==> config.mk <==
export PLATFORM = sky130hd
export DESIGN_NAME = uart_rx_flat
export DESIGN_NICKNAME = d
export VERILOG_FILES = /design/src/rtl/uart_rx_pkg.sv /design/src/rtl/uart_rx_if.sv /design/src/rtl/uart_rx_tick.sv /design/src/rtl/uart_rx.sv /design/src/flat_wrapper.sv
export SDC_FILE = /design/constraint.sdc
export NUM_CORES = 1
export LEC_CHECK = 0
export ABC_AREA = 1
export BUFFER_PORTS_ARGS = -buffer_cell sky130_fd_sc_hd__buf_4
export CORE_UTILIZATION = 50
export CTS_CLUSTER_DIAMETER = 30
export DETAILED_ROUTE_END_ITERATION = 7
export PLACE_DENSITY_LB_ADDON = 0.05
export REMOVE_ABC_BUFFERS = 1
export SETUP_SLACK_MARGIN = 0.4
export SLEW_MARGIN = 20
export SYNTH_ARGS = -nofsm -noshare
export SYNTH_HDL_FRONTEND = slang
export SYNTH_SLANG_ARGS = --single-unit
==> constraint.sdc <==
create_clock -name clk -period 4.45 [get_ports clk]
set_input_delay 0.2225 -clock clk [delete_from_list [all_inputs] [get_ports clk]]
set_output_delay 0.2225 -clock clk [all_outputs]
set_load 0.1 [all_outputs]
==> src/rtl/uart_rx_pkg.sv <==
// Shared definitions for the UART receive path: FSM encoding and sizing helpers.
package uart_rx_pkg;

  typedef enum logic [2:0] {
    ST_IDLE   = 3'd0,
    ST_START  = 3'd1,
    ST_DATA   = 3'd2,
    ST_PARITY = 3'd3,
    ST_STOP   = 3'd4,
    ST_BREAK  = 3'd5
  } rx_state_t;

  localparam int OVERSAMPLE_DEF = 16;

  // Clocks per oversample tick, integer floor.
  function automatic int calc_div(input int clk_freq, input int baud, input int os);
    return clk_freq / (baud * os);
  endfunction

  // Counter width for a modulus n, never narrower than one bit.
  function automatic int cnt_w(input int n);
    return (n <= 2) ? 1 : $clog2(n);
  endfunction

endpackage

==> src/rtl/uart_rx_if.sv <==
// Serial line in, received word and status flags out.
interface uart_rx_if #(
  parameter int DATA_WIDTH = 8
);
  logic                  rx_data;
  logic [DATA_WIDTH-1:0] data_out;
  logic                  valid;
  logic                  parity_err;
  logic                  frame_err;
  logic                  busy;

  // Line driver and word consumer.
  modport master (
    output rx_data,
    input  data_out, valid, parity_err, frame_err, busy
  );

  // The receiver itself.
  modport slave (
    input  rx_data,
    output data_out, valid, parity_err, frame_err, busy
  );
endinterface

==> src/rtl/uart_rx_tick.sv <==
// Oversample tick generator: one-clock pulse every DIV clocks, restartable.
module uart_rx_tick
  import uart_rx_pkg::*;
#(
  parameter int DIV = 10
) (
  input  logic clk,
  input  logic rst,
  input  logic clear,
  output logic tick
);
  localparam int CW = cnt_w(DIV);
  localparam logic [CW-1:0] LAST = CW'(DIV - 1);

  logic [CW-1:0] cnt;

  // Free-running divider; clear realigns the phase to the detected start edge.
  always_ff @(posedge clk) begin
    if (rst || clear) begin
      cnt <= '0;
    end else if (cnt == LAST) begin
      cnt <= '0;
    end else begin
      cnt <= cnt + CW'(1);
    end
  end

  assign tick = (cnt == LAST) && !clear;
endmodule

==> src/rtl/uart_rx.sv <==
// UART receiver: synchronizer, oversampled framing FSM, LSB-first shifter, parity/stop checks.
module uart_rx
  import uart_rx_pkg::*;
#(
  parameter int DATA_WIDTH = 8,
  parameter int PARITY_BIT = 1,
  parameter int STOP_BITS  = 1,
  parameter int BAUD_RATE  = 9600,
  parameter int CLK_FREQ   = 50_000_000,
  parameter int OVERSAMPLE = OVERSAMPLE_DEF
) (
  input  logic    clk,
  input  logic    rst,
  uart_rx_if.slave bus
);
  localparam int DIV = calc_div(CLK_FREQ, BAUD_RATE, OVERSAMPLE);
  localparam int TW  = cnt_w(OVERSAMPLE);
  localparam int BW  = $clog2(DATA_WIDTH + 1);
  localparam logic [TW-1:0] HALF_LAST = TW'(OVERSAMPLE / 2 - 1);
  localparam logic [TW-1:0] FULL_LAST = TW'(OVERSAMPLE - 1);
  localparam logic [BW-1:0] BIT_LAST  = BW'(DATA_WIDTH - 1);

  logic                  sync1, rx_s;
  rx_state_t             state;
  logic [TW-1:0]         tick_cnt;
  logic [BW-1:0]         bit_cnt;
  logic [DATA_WIDTH-1:0] shreg;
  logic                  par_bad, frm_bad, stop_idx;
  logic                  tick, clr, full_sample, last_stop;

  assign clr         = (state == ST_IDLE) && !rx_s;
  assign full_sample = tick && (tick_cnt == FULL_LAST);
  assign last_stop   = (STOP_BITS < 2) || stop_idx;

  uart_rx_tick #(.DIV(DIV)) u_tick (
    .clk  (clk),
    .rst  (rst),
    .clear(clr),
    .tick (tick)
  );

  // Two-flop synchronizer for the asynchronous line; resets to idle-high.
  always_ff @(posedge clk) begin
    if (rst) begin
      sync1 <= 1'b1;
      rx_s  <= 1'b1;
    end else begin
      sync1 <= bus.rx_data;
      rx_s  <= sync1;
    end
  end

  // Frame FSM with registered outputs; errored frames are still delivered with flags.
  always_ff @(posedge clk) begin
    if (rst) begin
      state          <= ST_IDLE;
      tick_cnt       <= '0;
      bit_cnt        <= '0;
      shreg          <= '0;
      par_bad        <= 1'b0;
      frm_bad        <= 1'b0;
      stop_idx       <= 1'b0;
      bus.data_out   <= '0;
      bus.valid      <= 1'b0;
      bus.parity_err <= 1'b0;
      bus.frame_err  <= 1'b0;
      bus.busy       <= 1'b0;
    end else begin
      bus.valid <= 1'b0;
      case (state)
        ST_IDLE: begin
          if (!rx_s) begin
            state    <= ST_START;
            busy_set();
            tick_cnt <= '0;
          end
        end
        ST_START: begin
          if (tick) begin
            if (tick_cnt == HALF_LAST) begin
              tick_cnt <= '0;
              if (!rx_s) begin
                state   <= ST_DATA;
                bit_cnt <= '0;
              end else begin
                state    <= ST_IDLE;
                bus.busy <= 1'b0;
              end
            end else begin
              tick_cnt <= tick_cnt + TW'(1);
            end
          end
        end
        ST_DATA: begin
          if (tick) tick_cnt <= tick_cnt + TW'(1);
          if (full_sample) begin
            tick_cnt <= '0;
            shreg    <= {rx_s, shreg[DATA_WIDTH-1:1]};
            bit_cnt  <= bit_cnt + BW'(1);
            if (bit_cnt == BIT_LAST) begin
              state    <= (PARITY_BIT != 0) ? ST_PARITY : ST_STOP;
              par_bad  <= 1'b0;
              frm_bad  <= 1'b0;
              stop_idx <= 1'b0;
            end
          end
        end
        ST_PARITY: begin
          if (tick) tick_cnt <= tick_cnt + TW'(1);
          if (full_sample) begin
            tick_cnt <= '0;
            par_bad  <= (^shreg) ^ rx_s;
            state    <= ST_STOP;
          end
        end
        ST_STOP: begin
          if (tick) tick_cnt <= tick_cnt + TW'(1);
          if (full_sample) begin
            tick_cnt <= '0;
            if (last_stop) begin
              bus.data_out   <= shreg;
              bus.parity_err <= par_bad;
              bus.frame_err  <= frm_bad | !rx_s;
              bus.valid      <= 1'b1;
              state          <= rx_s ? ST_IDLE : ST_BREAK;
              bus.busy       <= !rx_s;
            end else begin
              stop_idx <= 1'b1;
              frm_bad  <= frm_bad | !rx_s;
            end
          end
        end
        ST_BREAK: begin
          if (rx_s) begin
            state    <= ST_IDLE;
            bus.busy <= 1'b0;
          end
        end
        default: begin
          state    <= ST_IDLE;
          bus.busy <= 1'b0;
        end
      endcase
    end
  end

  task automatic busy_set();
    bus.busy <= 1'b1;
  endtask
endmodule

==> src/flat_wrapper.sv <==
// flat-port wrapper written by rule: the top's interface ports become plain ports
module uart_rx_flat import uart_rx_pkg::*;
#(
  parameter int DATA_WIDTH = 8,
  parameter int PARITY_BIT = 1,
  parameter int STOP_BITS  = 1,
  parameter int BAUD_RATE  = 9600,
  parameter int CLK_FREQ   = 50_000_000,
  parameter int OVERSAMPLE = OVERSAMPLE_DEF
)
  (clk, rst, bus_rx_data, bus_data_out, bus_valid, bus_parity_err, bus_frame_err, bus_busy);
  uart_rx_if #(.DATA_WIDTH(DATA_WIDTH)) bus_i ();
  input  logic clk;
  input  logic rst;
  input wire logic [$bits(bus_i.rx_data)-1:0] bus_rx_data;
  output wire logic [$bits(bus_i.data_out)-1:0] bus_data_out;
  output wire logic [$bits(bus_i.valid)-1:0] bus_valid;
  output wire logic [$bits(bus_i.parity_err)-1:0] bus_parity_err;
  output wire logic [$bits(bus_i.frame_err)-1:0] bus_frame_err;
  output wire logic [$bits(bus_i.busy)-1:0] bus_busy;
  assign bus_i.rx_data = bus_rx_data;
  assign bus_data_out = bus_i.data_out;
  assign bus_valid = bus_i.valid;
  assign bus_parity_err = bus_i.parity_err;
  assign bus_frame_err = bus_i.frame_err;
  assign bus_busy = bus_i.busy;
  uart_rx #(.DATA_WIDTH(DATA_WIDTH), .PARITY_BIT(PARITY_BIT), .STOP_BITS(STOP_BITS), .BAUD_RATE(BAUD_RATE), .CLK_FREQ(CLK_FREQ), .OVERSAMPLE(OVERSAMPLE)) u_core (.clk(clk), .rst(rst), .bus(bus_i));
endmodule
# [After elaboration in Yosys (flattened, before gate mapping)]
# Cells that the tools add are included.
[classes] add_sub_neg=3 n_eq_ne=19 muxes=32 bitwise=3 reduce_logical=22
[op_table] op="4-bit two-way mux" n=8
[op_table] op="3-bit two-way mux" n=9
[op_table] op="3-bit one-hot mux with 6 select lines" n=1
[op_table] op="2-bit by 1-bit != test with 1-bit output (second input constant)" n=7
[op_table] op="4-bit one-hot mux with 3 select lines" n=1
[op_table] op="5-bit AND reduction" n=2
[op_table] op="9-bit by 1-bit adder with 9-bit output (second input constant)" n=1
[op_table] op="9-bit equality test (second input constant)" n=1
[op_table] op="1-bit two-way mux" n=9
[op_table] op="4-bit by 1-bit adder with 4-bit output (second input constant)" n=2
[op_table] op="4-bit by 3-bit equality test with 1-bit output (second input constant)" n=2
[op_table] op="4-bit one-hot mux with 2 select lines" n=1
[op_table] op="4-bit AND reduction" n=2
[op_table] op="8-bit AND reduction" n=1
[op_table] op="8-bit XOR reduction" n=1
[op_table] op="3-bit by 2-bit equality test with 1-bit output (second input constant)" n=2
[op_table] op="3-bit equality test (second input constant)" n=2
[op_table] op="2-bit OR reduction" n=3
[op_table] op="1-bit one-hot mux with 5 select lines" n=1
[op_table] op="4-bit equality test (second input constant)" n=1
[op_table] op="2-bit != test (second input constant)" n=2
[op_table] op="2-bit AND reduction" n=2
[op_table] op="2-bit nonzero test" n=2
[op_table] op="3-bit by 1-bit equality test with 1-bit output (second input constant)" n=1
[op_table] op="other kinds (11)" n=15
[totals] register_bits=43 inputBits=3 word_cells=92

# [Depth between registers and ports, before layout]
# Gate-level depths: netlist of run 1.
[logic_depth] ltp_word=7 ltp_mapped=11

# [By module]
# A second synthesis of run 1 with hierarchy kept.
[hier_totals] cells_unflattened=322 hier_area_um2=2175.8
[modules_own_cells] mod="uart_rx" instances=1 cells_each=253 area_per_inst_um2=1720.4 seq_area_each_um2=680.7
[modules_own_cells] mod="uart_rx_tick" instances=1 cells_each=69 area_per_inst_um2=455.4 seq_area_each_um2=180.2

# [Worst setup path after synthesis of run 1]
# Ideal clock, no wire load.
[synth_timing] kind="register -> register" from="reg u_core.tick_cnt[0]" to="reg u_core.bus.data_out[6]" setup_time_ns=0.067 t_arrival_ns=1.480 setup_slack_ns=2.903 stages_incl_launch_ff=9 n_path_buf=1 period_less_slack_ns=1.547 path_cell_list="dfxtp_1 ha_1 nand2_1 nor2_1 nand4_4 nor2_4 buf_6 o21ai_2 a21oi_2"
[synth_via] elab_chain_cells=3
[synth_lines] item="start, declared" line="uart_rx.sv:25" source="logic [TW-1:0] tick_cnt;"
[synth_lines] item="start signal, assigned" line="uart_rx.sv:90" source="tick_cnt <= tick_cnt + TW'(1);"
[synth_lines] item="start signal, assigned" line="uart_rx.sv:95" source="if (tick) tick_cnt <= tick_cnt + TW'(1);"
[synth_lines] item="start signal, assigned" line="uart_rx.sv:109" source="if (tick) tick_cnt <= tick_cnt + TW'(1);"
[synth_lines] item="4-bit equality test" line="uart_rx.sv:32" source="assign full_sample = tick && (tick_cnt == FULL_LAST);"
[synth_lines] item="1-bit logical AND" line="uart_rx.sv:32"
[synth_lines] item="2-bit AND reduction (no line)"
[synth_lines] item="end signal, assigned" line="uart_rx.sv:121" source="bus.data_out <= shreg;"
[synth_lines] item="end, declared" line="uart_rx_if.sv:21" source="output data_out, valid, parity_err, frame_err, busy"
# No other way between the ends.
# A chain may end at the register's enable or synchronous reset.

# [Worst setup path in the final report of run 1]
[layout_timing] from="reg u_core.tick_cnt[0]" to="reg u_core.bus.frame_err"
[layout_via] elab_chain_cells=3
[layout_lines] item="4-bit equality test" line="uart_rx.sv:32"
[layout_lines] item="1-bit logical AND" line="uart_rx.sv:32"
[layout_lines] item="2-bit AND reduction (no line)"
[layout_lines] item="end signal, assigned" line="uart_rx.sv:123" source="bus.frame_err <= frm_bad | !rx_s;"
[layout_lines] item="end, declared" line="uart_rx_if.sv:21"
# No other way between the ends.

==> impl_metrics.json, run 1 <==
{
  "grt_start_max_net_pins": 27,
  "setup_fix_buffers_added_after_clock_tree_synthesis": 0,
  "yosys_most_used_dff": "sky130_fd_sc_hd__dfxtp_1",
  "proportion_of_layout_cells_with_a_drive_suffix_above_1": 0.166,
  "min_path_cells": 2,
  "fin_total_pwr_uw": 1230,
  "layout.core_utilization": 0.574,
  "placeableCoreArea_um2": 4380,
  "critical-path-max-stage-delay_ns": 0.38,
  "synth.top_cells.by_area": "sky130_fd_sc_hd__dfxtp_1, sky130_fd_sc_hd__nand2_1, sky130_fd_sc_hd__inv_1",
  "source_of_the_worst_register_to_register_timing_path": "u_core.tick_cnt[0]$_SDFFE_PP0P_",
  "timing.critical_path.slowest_stage_cell": "sky130_fd_sc_hd__nor2_4",
  "worst_clock_skew_ns": 0.00559,
  "yosys_warnings": 0,
  "remaining_drc_errors": 0,
  "start_kind": "register",
  "final-hold-violation-count": 0,
  "synth-seq-cells": 43,
  "port_buffers": 14,
  "crit_path_frequent_cell": "sky130_fd_sc_hd__nand2_1",
  "cts_made_buffers": 5,
  "finish.net_count": 343,
  "ctsHtreeMaxLevel": 2,
  "rows": 24,
  "synth.largest_area_cell": "sky130_fd_sc_hd__dfxtp_1",
  "total_leakage_power_uw": 0.00104,
  "insertedDiodeCount": 0,
  "worst-endpoint-required_ns": 4.68,
  "cts_max_path_buffers": 2,
  "maxClockFrequency_mhz": 539,
  "postSynthCellCount": 320,
  "synth_commonest_cells": "sky130_fd_sc_hd__nand2_1, sky130_fd_sc_hd__dfxtp_1, sky130_fd_sc_hd__inv_1, sky130_fd_sc_hd__nor2_1, sky130_fd_sc_hd__a21oi_1",
  "floorplan.initialDensity": 0.525,
  "worst_hold_path.endpoint": "u_core.sync1$_SDFF_PP1_",
  "whs_ns": 0.114,
  "number_of_antenna_violations_at_the_first_check_in_global_routing": 0,
  "synth_enable_flop_cells": 0,
  "die_area_um2": 4870,
  "detailroute.via_count": 1935,
  "route.detailed.vias_per_inst": 4.97,
  "clkLatencyLatePin_ns": 0.29,
  "vias_in_the_first_global_route": 1748,
  "synth_sequential_area_ratio": 0.374,
  "cts_root_buffer": "sky130_fd_sc_hd__clkbuf_8",
  "die-width_um": 69.8,
  "grt_remaining_overflow": 0,
  "final_slew_viol_count": 0,
  "clock_tree_from_tritoncts": "built",
  "wire_length_of_the_first_global_routing_pass_um": 7560,
  "drt-wirelength-per-cell_um": 10.8,
  "fin_setup_tns_ns": 0,
  "hold_buf_cts": 0,
  "synth-async-reset-ratio": 0,
  "grt_setup_unrepaired": "no",
  "slew_headroom": 0.497,
  "io-pin-count": 15,
  "cellPowerDensity_nw_per_um2": 490,
  "setup_violations": 0,
  "drt_pass1_iterations": 4,
  "setup.worst_path.class": "register to register",
  "max-cap-violations": 0,
  "synth_cell_types": 34,
  "timing.hold.worst.class": "input pin to register",
  "timing.final.crit_share": 0.417,
  "timing_worst_slew_pin_value_ns": 0.754,
  "synth_top_area_share": 0.374,
  "final_antenna_net_count": 0,
  "end_kind": "register",
  "finalWorstPathRequiredPeriod_ns": 1.85,
  "drt_iter0_drc": 125,
  "mappedNetlistArea_um2": 2300,
  "numClockSinks": 43,
  "timing.critical_path.cells": "ha_1 -> nand2_1 -> nor2_1 -> nand4_4 -> nor2_4 -> inv_2 -> nor2_2 -> nand2_1 -> nand2_1",
  "wl_um": 4200,
  "crit_path_max_fanout": 18,
  "combined_global_route_utilization_of_all_metal_layers": 0.191,
  "hold_path_startpoint": "bus_rx_data",
  "clkSlewWorstSetupHoldPaths_ns": 0.08,
  "r2r_setup_slack_ns": 2.60,
  "worstReg2RegEnd": "u_core.bus.frame_err$_SDFFE_PP0P_",
  "synth.avg_cell_area_um2": 7.19,
  "die_y_um": 69.8,
  "area_growth_syn_to_layout_pct": 9.52,
  "ir_worst_vdd_uv": 221,
  "cts.repair.resized": 0,
  "timing.reg2reg.worst_path_depth": 9,
  "synth_most_common_cell": "sky130_fd_sc_hd__nand2_1",
  "gpl.final_weighted_congestion": 0.842,
  "outcome": "finished clean",
  "dp.final_hpwl_um": 3110,
  "cp.arrival_ns": 2.09
}
==> registers in the layout, summed over array words and instances, names as in the netlist <==
name / cells
u_core.tick_cnt: 4
u_core.bit_cnt: 4
u_core.u_tick.cnt: 9
u_core.bus.valid: 1
u_core.bus.data_out: 8
u_core.sync1: 1
u_core.rx_s: 1
u_core.par_bad: 1
u_core.bus.parity_err: 1
u_core.shreg: 8
u_core.state: 3
u_core.bus.frame_err: 1
u_core.bus.busy: 1
==> worst max path at each step <==
stage / from / slack [ns] / cells past startpoint / end
2_1_floorplan: u_core.tick_cnt[0]$_SDFFE_PP0P_ / 2.86 / 8 / u_core.bus.frame_err$_SDFFE_PP0P_
3_3_place_gp: u_core.tick_cnt[0]$_SDFFE_PP0P_ / 2.67 / 9 / u_core.bus.frame_err$_SDFFE_PP0P_
3_5_place_dp: u_core.tick_cnt[0]$_SDFFE_PP0P_ / 2.59 / 7 / u_core.bus.data_out[1]$_SDFFE_PP0P_
4_1_cts: u_core.tick_cnt[0]$_SDFFE_PP0P_ / 2.57 / 9 / u_core.bus.frame_err$_SDFFE_PP0P_
5_1_grt: u_core.tick_cnt[0]$_SDFFE_PP0P_ / 2.21 / 7 / u_core.bus.data_out[7]$_SDFFE_PP0P_
6_report: u_core.tick_cnt[0]$_SDFFE_PP0P_ / 2.60 / 9 / u_core.bus.frame_err$_SDFFE_PP0P_
==> per-stage QoR <==
step / setup WS [ns] / instance area, µm² / cells
floorplan: 2.86 / 2260 / 315
global placement: 2.67 / 2430 / 381
detailed placement: 2.59 / 2430 / 381
CTS: 2.57 / 2520 / 389
global route: 2.21 / 2520 / 389
finish: 2.60 / 2520 / 389
==> metal layers <==
metal | GRT usage | vias up | wire length (µm)
met5 | 0 | - | 0
met4 | 0.0533 | 0 | 39
met3 | 0.0436 | 5 | 158
met1 | 0.255 | 840 | 2110
met2 | 0.308 | 32 | 1880
li1 | - | 1058 | -
==> where the power goes <==
group / switching, µW / total, µW / internal (µW)
combinational: 354 / 534 / 180
sequential: 42.9 / 464 / 421
clock: 129 / 237 / 107
total: 526 / 1230 / 708
==> logic make-up after synthesis <==
group / after synthesis / share of synthesized area
simple gates: 164 / 0.366
compound gates: 55 / 0.131
buf+inv: 49 / 0.0881
flops: 43 / 0.374
xor+xnor: 5 / 0.0190
fa+ha+maj: 4 / 0.0218
==> worst max-delay path: cells and delay by family (launching register included) <==
family                     cells  cell delay [ns]
DFF                            1             0.37
and+or+nand+nor                7             1.13
buffers and inverters          1             0.09
adders and majority gates      1             0.20
==> layout by cell type, fill, tap and decap left out, drive strengths merged <==
master and instances:
or2 3, clkinv 3, a21oi 28, nand4 7
xnor2 1, inv 44, dfxtp 43, a31oi 2
nand2 76, nor3b 3, nor4 1, nor3 4
nand3 25, clkbuf 5, ha 4, buf 14
o21ai 25, xor2 4, nor2 45
==> layout make-up <==
type	count	area, µm²
Tap cell	52	65.1
Fill cell	435	1870
Multi-Input combinational cell	228	1240
Clock inverter	3	15.0
Sequential cell	43	861
Timing Repair Buffer	14	105
Clock buffer	5	68.8
Inverter	44	168
(Power assumes the default switching activity.)
==> inputs of run 2 (changes only) <==
Clock period 4.45 ns to 1.8 ns, I/O delays scaled along.
==> impl_metrics.json, run 2 (same netlist as run 1, synthesis figures left out) <==
{
  "fin_setup_tns_ns": 0,
  "layout.core_utilization": 0.678,
  "final_slew_viol_count": 0,
  "wl_um": 5230,
  "drt_iter0_drc": 135,
  "mostFrequentLayoutCell": "sky130_fd_sc_hd__nand2_1",
  "grt_remaining_overflow": 0,
  "cellPowerDensity_nw_per_um2": 1180,
  "cts_root_buffer": "sky130_fd_sc_hd__clkbuf_8",
  "slew_headroom": 0.783,
  "source_of_the_worst_register_to_register_timing_path": "u_core.u_tick.cnt[1]$_SDFF_PP0_",
  "clkLatencyLatePin_ns": 0.30,
  "sequential_cell_area_um2": 882,
  "insertedDiodeCount": 0,
  "dp_worst_setup_slack_ns": 0.0474,
  "most_frequent_cells_in_the_layout": "sky130_fd_sc_hd__nand2_1, sky130_fd_sc_hd__dfxtp_1, sky130_fd_sc_hd__inv_1",
  "largest_reg_flops": 9,
  "drt-wirelength-per-cell_um": 12.8,
  "cts_max_path_buffers": 2,
  "die_y_um": 69.8,
  "setup_violations": 0,
  "drt_pass1_iterations": 4,
  "dp.final_hpwl_um": 3320,
  "timing.hold.worst.class": "input pin to register",
  "finish.net_count": 363,
  "timing.reg2reg.worst_path_depth": 11,
  "gpl.final_weighted_congestion": 0.849,
  "number_of_antenna_violations_at_the_first_check_in_global_routing": 0,
  "fillers": 381,
  "final_critical_path_setup_slack_ns": 0.249,
  "rows": 24,
  "final_antenna_net_count": 0,
  "worst_clock_skew_ns": 0.00761,
  "worst-endpoint-required_ns": 2.00,
  "worstReg2RegEnd": "u_core.state[1]$_SDFFE_PP0P_",
  "clock_tree_from_tritoncts": "built",
  "timing_worst_slew_pin_value_ns": 0.324,
  "min_path_cells": 2,
  "r2r_setup_slack_ns": 0.25,
  "setup.worst_path.class": "register to register",
  "finalWorstPathRequiredPeriod_ns": 1.55,
  "outcome": "finished clean",
  "cp.arrival_ns": 1.75,
  "area_growth_syn_to_layout_pct": 29.3,
  "io-pin-count": 15,
  "timing.final.crit_share": 0.862,
  "worst_hold_path.endpoint": "u_core.tick_cnt[1]$_SDFFE_PP0P_",
  "grt_setup_unrepaired": "yes",
  "combined_global_route_utilization_of_all_metal_layers": 0.225,
  "ctsHtreeMaxLevel": 2,
  "end_kind": "register",
  "largest_register": "u_core.u_tick.cnt",
  "remaining_drc_errors": 0,
  "fin_total_pwr_uw": 3500,
  "ir_worst_vdd_uv": 569,
  "hold_path_startpoint": "rst",
  "cts_made_buffers": 5,
  "proportion_of_layout_cells_with_a_drive_suffix_above_1": 0.345,
  "clkSlewWorstSetupHoldPaths_ns": 0.09,
  "whs_ns": 0.0413,
  "max-cap-violations": 0,
  "route.detailed.vias_per_inst": 5.07,
  "multi_input_comb_area_um2": 1450,
  "wire_length_of_the_first_global_routing_pass_um": 8960,
  "port_buffers": 14,
  "start_kind": "register",
  "maxClockFrequency_mhz": 645,
  "grt_start_max_net_pins": 14,
  "crit_path_max_fanout": 4,
  "detailroute.via_count": 2075,
  "final-hold-violation-count": 0,
  "die_area_um2": 4870,
  "placeableCoreArea_um2": 4380,
  "vias_in_the_first_global_route": 2024,
  "floorplan.initialDensity": 0.525,
  "die-width_um": 69.8,
  "total_leakage_power_uw": 0.00122,
  "numClockSinks": 43,
  "layout_top_registers": "u_core.u_tick.cnt (9), u_core.bus.data_out (8), u_core.shreg (8)"
}
[run 2: worst max path at each step]
stage,startpoint,endpoint,slack (ns),cells after the start
floorplan,u_core.tick_cnt[0]$_SDFFE_PP0P_,u_core.bus.frame_err$_SDFFE_PP0P_,0.21,8
global placement,u_core.tick_cnt[0]$_SDFFE_PP0P_,u_core.bit_cnt[1]$_SDFFE_PP0P_,0.09,8
detailed placement,u_core.tick_cnt[0]$_SDFFE_PP0P_,u_core.shreg[1]$_SDFFE_PP0P_,0.05,8
CTS,u_core.u_tick.cnt[1]$_SDFF_PP0_,u_core.bus.data_out[4]$_SDFFE_PP0P_,0.25,9
global route,u_core.u_tick.cnt[1]$_SDFF_PP0_,u_core.bus.data_out[4]$_SDFFE_PP0P_,0.14,9
finish,u_core.u_tick.cnt[1]$_SDFF_PP0_,u_core.state[1]$_SDFFE_PP0P_,0.25,11
[run 2: stage by stage]
step | instance area [µm²] | instances
floorplan | 2260 | 315
global placement | 2500 | 388
detailed placement | 2500 | 388
CTS | 2880 | 407
global route | 2970 | 409
finish | 2970 | 409
[run 2: cell type report]
cell class	count	area share
multi-input combinational	229	0.488
sequential	43	0.297
timing repair buffer	33	0.100
inverter	44	0.0581
clock buffer	7	0.0324
tap	52	0.0219
clock inverter	1	0.00252
[run 2: per-layer routing]
metal,GRT usage,up-vias,share of wire
li1,-,1102,-
met1,0.291,937,0.47
met2,0.370,28,0.48
met3,0.0480,8,0.028
met4,0.0756,0,0.015
met5,0,-,0
[run 2: power by group]
group,internal [µW],switching (µW),total (µW)
registers,1070,111,1180
logic,574,1060,1630
clock network,349,340,689
[run 2: repair_timing]
item / in CTS / in global routing
resized for setup: 55 / 30
hold buffers: 1 / 0
cloned: 2 / 0
buffers inserted: 8 / 2
setup endpoints to repair: 34 / 36
hold endpoints to repair: 1 / 0
pin swaps: 21 / 15
[run 2: critical path, stage by stage, from the launching register on]
cell and delay [ns]:
sky130_fd_sc_hd__dfxtp_2 0.33, sky130_fd_sc_hd__inv_2 0.06, sky130_fd_sc_hd__ha_4 0.14, sky130_fd_sc_hd__nand2_4 0.05, sky130_fd_sc_hd__nor2_4 0.14, sky130_fd_sc_hd__nand3_4 0.15
sky130_fd_sc_hd__nor2_4 0.20, sky130_fd_sc_hd__nor2_2 0.05, sky130_fd_sc_hd__nor2_2 0.13, sky130_fd_sc_hd__nand3_1 0.09, sky130_fd_sc_hd__nand2_1 0.08, sky130_fd_sc_hd__nor2_1 0.04
